$ cat src/rtl/servant_reset_seq.sv
// Staged reset sequencer. It waits for a stable PLL lock and a released button,
// then releases the peripheral reset, and releases the CPU reset a fixed delay later.
module servant_reset_seq #(
   parameter int SYNC_STAGES     = 2,
   parameter int HOLD_CYCLES     = 1024,
   parameter int STAGGER_CYCLES  = 16,
   parameter int DEBOUNCE_CYCLES = 65536
) (
   input  logic       i_clk,
   input  logic       i_rst_n,
   input  logic       i_locked,
   input  logic       i_btn,
   input  logic       i_clr,
   output logic       o_rst_periph,
   output logic       o_rst_cpu,
   output logic       o_ready,
   output logic       o_lock_lost,
   output logic [7:0] o_loss_cnt
);

   localparam int MAX_SEQ = (HOLD_CYCLES > STAGGER_CYCLES) ? HOLD_CYCLES : STAGGER_CYCLES;
   localparam int SEQ_W   = $clog2(MAX_SEQ + 1);
   localparam int DB_W    = $clog2(DEBOUNCE_CYCLES + 1);

   localparam logic [SEQ_W-1:0] HOLD_LAST    = SEQ_W'(HOLD_CYCLES - 1);
   localparam logic [SEQ_W-1:0] STAGGER_LAST = SEQ_W'(STAGGER_CYCLES - 1);
   localparam logic [DB_W-1:0]  DB_LAST      = DB_W'(DEBOUNCE_CYCLES - 1);

   typedef enum logic [1:0] {S_WAIT, S_STABLE, S_RELP, S_RUN} state_e;

   logic [SYNC_STAGES-1:0] lock_sync_q, btn_sync_q;
   logic                   lock_s, btn_s, go, loss_evt;
   logic                   btn_db_q, btn_db_d;
   logic [DB_W-1:0]        db_cnt_q, db_cnt_d;
   state_e                 state_q, state_d;
   logic [SEQ_W-1:0]       seq_cnt_q, seq_cnt_d;
   logic                   rst_periph_q, rst_periph_d;
   logic                   rst_cpu_q, rst_cpu_d;
   logic                   ready_q, ready_d;
   logic                   lock_lost_q, lock_lost_d;
   logic [7:0]             loss_cnt_q, loss_cnt_d;

   assign lock_s = lock_sync_q[SYNC_STAGES-1];
   assign btn_s  = btn_sync_q[SYNC_STAGES-1];
   assign go     = lock_s & ~btn_db_q;

   // In RELP/RUN lock_s was necessarily high last cycle, so a low here is a falling edge.
   assign loss_evt = ~lock_s & ((state_q == S_RELP) | (state_q == S_RUN));

   always_comb begin
      btn_db_d = btn_db_q;
      db_cnt_d = '0;
      if (btn_s != btn_db_q) begin
         if (db_cnt_q == DB_LAST) begin
            btn_db_d = ~btn_db_q;
         end else begin
            db_cnt_d = db_cnt_q + DB_W'(1);
         end
      end
   end

   always_comb begin
      state_d   = state_q;
      seq_cnt_d = seq_cnt_q + SEQ_W'(1);
      case (state_q)
         S_WAIT: begin
            if (go) state_d = S_STABLE;
         end
         S_STABLE: begin
            if (!go)                          state_d = S_WAIT;
            else if (seq_cnt_q == HOLD_LAST)  state_d = S_RELP;
         end
         S_RELP: begin
            if (!go)                             state_d = S_WAIT;
            else if (seq_cnt_q == STAGGER_LAST)  state_d = S_RUN;
         end
         S_RUN: begin
            if (!go) state_d = S_WAIT;
         end
         default: state_d = S_WAIT;
      endcase
      if (state_d != state_q || state_q == S_WAIT || state_q == S_RUN) seq_cnt_d = '0;

      rst_periph_d = (state_d == S_WAIT) || (state_d == S_STABLE);
      rst_cpu_d    = (state_d != S_RUN);
      ready_d      = (state_d == S_RUN);
   end

   // A clear and a loss in the same cycle leave exactly one recorded event.
   always_comb begin
      lock_lost_d = i_clr ? 1'b0 : lock_lost_q;
      loss_cnt_d  = i_clr ? 8'd0 : loss_cnt_q;
      if (loss_evt) begin
         lock_lost_d = 1'b1;
         if (loss_cnt_d != 8'hFF) loss_cnt_d = loss_cnt_d + 8'd1;
      end
   end

   always_ff @(posedge i_clk or negedge i_rst_n) begin
      if (!i_rst_n) begin
         lock_sync_q  <= '0;
         btn_sync_q   <= '0;
         btn_db_q     <= 1'b0;
         db_cnt_q     <= '0;
         state_q      <= S_WAIT;
         seq_cnt_q    <= '0;
         rst_periph_q <= 1'b1;
         rst_cpu_q    <= 1'b1;
         ready_q      <= 1'b0;
         lock_lost_q  <= 1'b0;
         loss_cnt_q   <= '0;
      end else begin
         lock_sync_q  <= {lock_sync_q[SYNC_STAGES-2:0], i_locked};
         btn_sync_q   <= {btn_sync_q[SYNC_STAGES-2:0], i_btn};
         btn_db_q     <= btn_db_d;
         db_cnt_q     <= db_cnt_d;
         state_q      <= state_d;
         seq_cnt_q    <= seq_cnt_d;
         rst_periph_q <= rst_periph_d;
         rst_cpu_q    <= rst_cpu_d;
         ready_q      <= ready_d;
         lock_lost_q  <= lock_lost_d;
         loss_cnt_q   <= loss_cnt_d;
      end
   end

   assign o_rst_periph = rst_periph_q;
   assign o_rst_cpu    = rst_cpu_q;
   assign o_ready      = ready_q;
   assign o_lock_lost  = lock_lost_q;
   assign o_loss_cnt   = loss_cnt_q;

endmodule

$ cat config.mk
export PLATFORM = sky130hd
export DESIGN_NAME = servant_reset_seq
export DESIGN_NICKNAME = d
export VERILOG_FILES = /design/src/rtl/servant_reset_seq.sv
export SDC_FILE = /design/constraint.sdc
export NUM_CORES = 1
export LEC_CHECK = 0
export CORE_UTILIZATION = 60
export DETAILED_ROUTE_END_ITERATION = 10
export DONT_BUFFER_PORTS = 1
export PLACE_DENSITY = 0.76
export RECOVER_POWER = 100
export SLEW_MARGIN = 20
export SYNTH_ARGS = -nofsm -noshare
export SYNTH_HDL_FRONTEND = slang
export SYNTH_SLANG_ARGS = --single-unit
$ cat constraint.sdc
create_clock -name i_clk -period 4.1 [get_ports i_clk]
set_input_delay 0.82 -clock i_clk [delete_from_list [all_inputs] [get_ports i_clk]]
set_output_delay 0.82 -clock i_clk [all_outputs]
set_load 0.005 [all_outputs]
# Word-level counts from Yosys, hierarchy flattened
# Cells that the tools add are included.
# op_classes
n_addsub	3
eq_ne	12
muxes	15
bitwise	5
n_reduce_logical	7
# ops
operator	count
2-to-1 mux 17 bit	2
2-to-1 mux 8 bit	3
adder 17 x 1 -> 17 bit (second input constant)	1
equality test 17 x 16 -> 1 bit (second input constant)	1
2-to-1 mux 2 bit	6
adder 11 x 1 -> 11 bit (second input constant)	1
equality test 11 x 10 -> 1 bit (second input constant)	1
equality test 11 x 4 -> 1 bit (second input constant)	1
2-to-1 mux 11 bit	1
adder 8 x 1 -> 8 bit (second input constant)	1
!= test 8 bit (second input constant)	1
one-hot mux 2 bit (4 select lines)	1
equality test 2 bit (second input constant)	3
equality test 2 x 1 -> 1 bit (second input constant)	2
zero test 2 bit	2
logical OR 1 bit	3
bitwise AND 1 bit	2
2-to-1 mux 1 bit	2
!= test 2 bit	1
!= test 2 bit (second input constant)	1
inverter 1 bit	2
AND reduction 2 bit	1
nonzero test 2 bit	1
!= test 1 bit	1
bitwise OR 1 bit	1
# word_totals
reg_bits	47
out_inout_bits	12
elab_cells	53

# Longest topological paths before layout
# logic_depth
word_depth	8
ltp_mapped	7

# Least setup slack after synthesis
# No wires, ideal clock.
# synth_path
path_type	input -> register
startpoint	in i_clr
endpoint	reg loss_cnt_q[1], in the netlist o_loss_cnt[1]
setup_ps	125
t_arrival_ps	1748
t_required_ps	3975
slack_ps	2227
stages	5
path_buffers	0
cell_sequence	nor2b_1 > ha_1 > nand4_1 > nand2_1 > mux2_2
# synth_between
elab_chain_cells	4
# synth_rtl
element	line	source
start: declaration	13	input logic i_clr,
2-to-1 mux 8 bit *	92	loss_cnt_d = i_clr ? 8'd0 : loss_cnt_q;
adder 8 x 1 -> 8 bit / != test 8 bit (equally long branches)	95	if (loss_cnt_d != 8'hFF) loss_cnt_d = loss_cnt_d + 8'd1;
2-to-1 mux 8 bit	95	
2-to-1 mux 8 bit *	93	if (loss_evt) begin
net loss_cnt_d[1]	41	logic [7:0] loss_cnt_q, loss_cnt_d;
end signal: assignment	123	loss_cnt_q <= loss_cnt_d;
end: declaration	41	
# The timed path passes the listed nets; every way through them passes the cells marked *.
# A chain may end at the register's enable or synchronous reset.

# Worst setup path after layout
# layout_path
startpoint	reg seq_cnt_q[0]
endpoint	reg seq_cnt_q[6]
# layout_between
elab_chain_cells	8
# layout_rtl
element	line	source
start: declaration	36	logic [SEQ_W-1:0] seq_cnt_q, seq_cnt_d;
start signal: assignment	118	seq_cnt_q <= seq_cnt_d;
equality test 11 x 4 -> 1 bit / equality test 11 x 10 -> 1 bit (equally long branches)	75, 71	
2-to-1 mux 2 bit (on tied branches)	75, 71	
2-to-1 mux 2 bit (on tied branches)	74, 70	
one-hot mux 2 bit (4 select lines)	65	case (state_q)
!= test 2 bit	82	if (state_d != state_q || state_q == S_WAIT || state_q == S_RUN) seq_cnt_d = '0;
logical OR 1 bit (2 in series)	82	
2-to-1 mux 11 bit *	82	
net seq_cnt_d[6]	36	
# Marks and branches as above.

==> metrics.yaml <==
syn_to_final_growth_pct: 5.67
grt_start_max_net_pins: 48
max_stage_delay_ns: 0.70
share_of_final_layout_standard_cells_stronger_than_drive_strength_1_pct: 7.18
worst_setup_slack_before_clock_tree_synthesis_ns: 2.06
crit_required_ns: 4.30
syn_area_um2: 2160
clk_pin_slew_ns: 0.14
drt_iter0_markers: 83
cts_made_buffers: 5
final_nets: 216
synth.most_common_cell: "sky130_fd_sc_hd__dfrtp_1"
timing.critical_path.cells: "ha_1, nand3_1, nor4_1, a2bb2oi_1, nor2_1"
worst-endpoint-arrival_ns: 2.43
post-dp-hpwl_mm: 2.66
ctsLongestPathBuffers: 2
io_pins: 17
globalRouteOverflowTotal: 0
via_count: 1476
number_of_slew_limit_violations_in_the_final_report: 0
cts_tree: "done"
grt_pass1_wl_mm: 5.56
outcome: "complete, no violations"
drt_drc_violations_left: 0
cts.sinks: 47
post-synth-top-area-fraction_pct: 52.1
postCtsSetupBuffers: 0
synth_edf_count: 0
dieArea_um2: 3850
hold_viol_final: 0
synth_top_cell_by_area: "sky130_fd_sc_hd__dfrtp_1"
routed_wire_length_per_instance_um: 14.5
first_global_vias: 1345
final.fill_count: 256
die_height_um: 62.0
cp_num_buf_inv: 0
globalRouteTotalUtil_pct: 20.1
ys_async_sr_fraction_pct: 100
maximum_fanout_along_the_worst_path: 10
rows: 21
cts-htree-levels: 2
synth_area_per_cell_um2: 10.7
synth_sequential_area_ratio_pct: 54.5
gpl.final_weighted_congestion: 0.740
share_of_the_cycle_needed_by_the_critical_path_after_routing_pct: 54.4
number_of_synthesized_register_bits: 47
tns_ns: 0
worstMarginPinSlew_ns: 0.775
drtAntennaViolNets: 0
via_density_per_instance: 5.79
grt_antenna_before_repair: 0
powerDensity_nw_per_um2: 336
core_region_area_um2: 3390
slew_headroom_pct: 48.1
synthesis.yosys.warnings: 0
critPathLaunchType: "flop"
max_vdd_drop_uv: 210
achievable-frequency_ghz: 0.449
p_leak_nw: 1.02
crit_path_end_kind: "flop"
fin_ws_ns: 1.87
worst_clock_skew_ns: 0.0195
floorplan.initialDensity_pct: 63.8
post_cts_sizing: 0
cap_violations: 0
time_the_final_worst_path_needs_with_i_o_delays_and_setup_ns: 2.23
critical_path.slowest_cell: "sky130_fd_sc_hd__a2bb2oi_1"
netlist_top_cells_count: "45 x sky130_fd_sc_hd__dfrtp_1, 31 x sky130_fd_sc_hd__nor2_1, 14 x sky130_fd_sc_hd__xnor2_1"
worstSkewPairLatency_ns: 0.36
syn_inst: 203
route.final.wire_length_mm: 3.69
rsz0062_at_grt: "no"
syn-num-nets: 211
firstDrtPassIters: 4
die-width_um: 62.0
postCtsHoldBufs: 0
clk_root_buffer_cell: "sky130_fd_sc_hd__clkbuf_4"
timing.final.setup_violations: 0
synth.area.top_cells: "sky130_fd_sc_hd__dfrtp_1 52%, sky130_fd_sc_hd__xnor2_1 5.7%, sky130_fd_sc_hd__nor2_1 5.4%, sky130_fd_sc_hd__xor2_1 4.9%, sky130_fd_sc_hd__dfstp_2 2.4%"
worst_hold_path_type: "in2async"
port_buffers: 0
yosys_most_used_dff: "sky130_fd_sc_hd__dfrtp_1"
antenna_cells: 0
synth.distinct_cells: 39
timing.critical_path.max_delay_family: "simple AND/OR/NAND/NOR gates"
critPathKind: "reg2reg"
## report_power, final
part	total (mW)	internal (mW)	switching [mW]
clock	0.277	0.130	0.147
combinational	0.0154	0.00573	0.00968
sequential	0.475	0.469	0.00575
## through the flow
stage                     hold WS [ns]  instance area [µm²]  std cells  util, %  power (mW)
after floorplan                  0.331                 2160        203        -       0.496
after global placement           0.332                 2210        247     65.1       0.498
after detailed placement         0.336                 2210        247     65.1       0.500
after CTS                        0.112                 2290        255     67.6       0.779
after global routing            0.0951                 2280        255     67.4       0.796
final                            0.127                 2280        255     67.4       0.768
## sequential cells by signal (all words and copies together), names as in the netlist
register      count
btn_db_q          1
btn_sync_q        2
db_cnt_q         17
lock_sync_q       2
o_lock_lost       1
o_loss_cnt        8
o_ready           1
o_rst_cpu         1
o_rst_periph      1
seq_cnt_q        11
state_q           2
## routing by layer
layer  share of wire [%]  vias up  GRT usage (%)
met5                   0        -              0
met4                 1.2        0           7.94
met3                 2.1        4           3.73
met2                  54       18           36.6
met1                  42      737           23.3
li1                    -      717              -
## path summary, 6_finish.rpt
path                                  to  cells past startpoint  slack (ns)     startpoint
setup / recovery            seq_cnt_q[6]                      5        1.87   seq_cnt_q[0]
hold reg to reg            btn_sync_q[1]                      0        0.37  btn_sync_q[0]
hold / removal              db_cnt_q[16]                      0        0.13        i_rst_n
setup reg to reg            seq_cnt_q[6]                      5        1.87   seq_cnt_q[0]
min in group i_clk         btn_sync_q[1]                      0        0.37  btn_sync_q[0]
max in group asynchronous   o_rst_periph                      0        3.78        i_rst_n
## worst register-to-register path: cells and delay by family (launching register included)
kind | cells | cell delay, ns
AND/OR/NAND/NOR | 3 | 0.77
AO/OA/AOI/OAI | 1 | 0.70
adder cells (fa/ha/maj) | 1 | 0.22
flip-flops | 1 | 0.41
## layout by cell type (no fill, tap or decap), types with 2 or more instances in the layout
| master | n |
|---|---|
| sky130_fd_sc_hd__and4b_1 | 3 |
| sky130_fd_sc_hd__and2_1 | 2 |
| sky130_fd_sc_hd__a211oi_1 | 2 |
| sky130_fd_sc_hd__xor2_1 | 12 |
| sky130_fd_sc_hd__clkbuf_4 | 5 |
| sky130_fd_sc_hd__nand2b_1 | 2 |
| sky130_fd_sc_hd__mux2_2 | 2 |
| sky130_fd_sc_hd__nor2b_1 | 5 |
| sky130_fd_sc_hd__inv_1 | 7 |
| sky130_fd_sc_hd__dfstp_1 | 2 |
| sky130_fd_sc_hd__dfrtp_1 | 45 |
| sky130_fd_sc_hd__o21ai_0 | 5 |
| sky130_fd_sc_hd__nand3_1 | 10 |
| sky130_fd_sc_hd__and3_1 | 4 |
| sky130_fd_sc_hd__nor3_1 | 5 |
| sky130_fd_sc_hd__xnor2_1 | 14 |
| sky130_fd_sc_hd__nand4_1 | 7 |
| sky130_fd_sc_hd__nor2_1 | 31 |
| sky130_fd_sc_hd__a21oi_1 | 4 |
| sky130_fd_sc_hd__and4_1 | 3 |
| sky130_fd_sc_hd__nand2_1 | 13 |
| sky130_fd_sc_hd__nor4_1 | 4 |
| sky130_fd_sc_hd__ha_1 | 3 |
## kinds of logic (layout without fill, tap and decap cells)
logic type	count (synthesis)	in the layout	share of synthesized area [%]
AND/OR/NAND/NOR	97	97	24.0
flip-flops	47	47	54.5
XOR/XNOR	26	26	10.5
AO/OA/AOI/OAI	19	19	6.42
buffers and inverters	9	15	1.79
adder cells (fa/ha/maj)	3	3	1.74
multiplexers	2	2	1.04
## cell type report
| class | instances | area (µm²) | share of cell area [%] |
|---|---|---|---|
| Multi-Input combinational cell | 147 | 938 | 41.1 |
| Inverter | 7 | 26.3 | 1.15 |
| Clock buffer | 5 | 37.5 | 1.64 |
| Clock inverter | 3 | 46.3 | 2.03 |
| Sequential cell | 47 | 1180 | 51.6 |
| Tap cell | 46 | 57.6 | 2.52 |
Note: power is estimated with default switching activity, not from simulation.
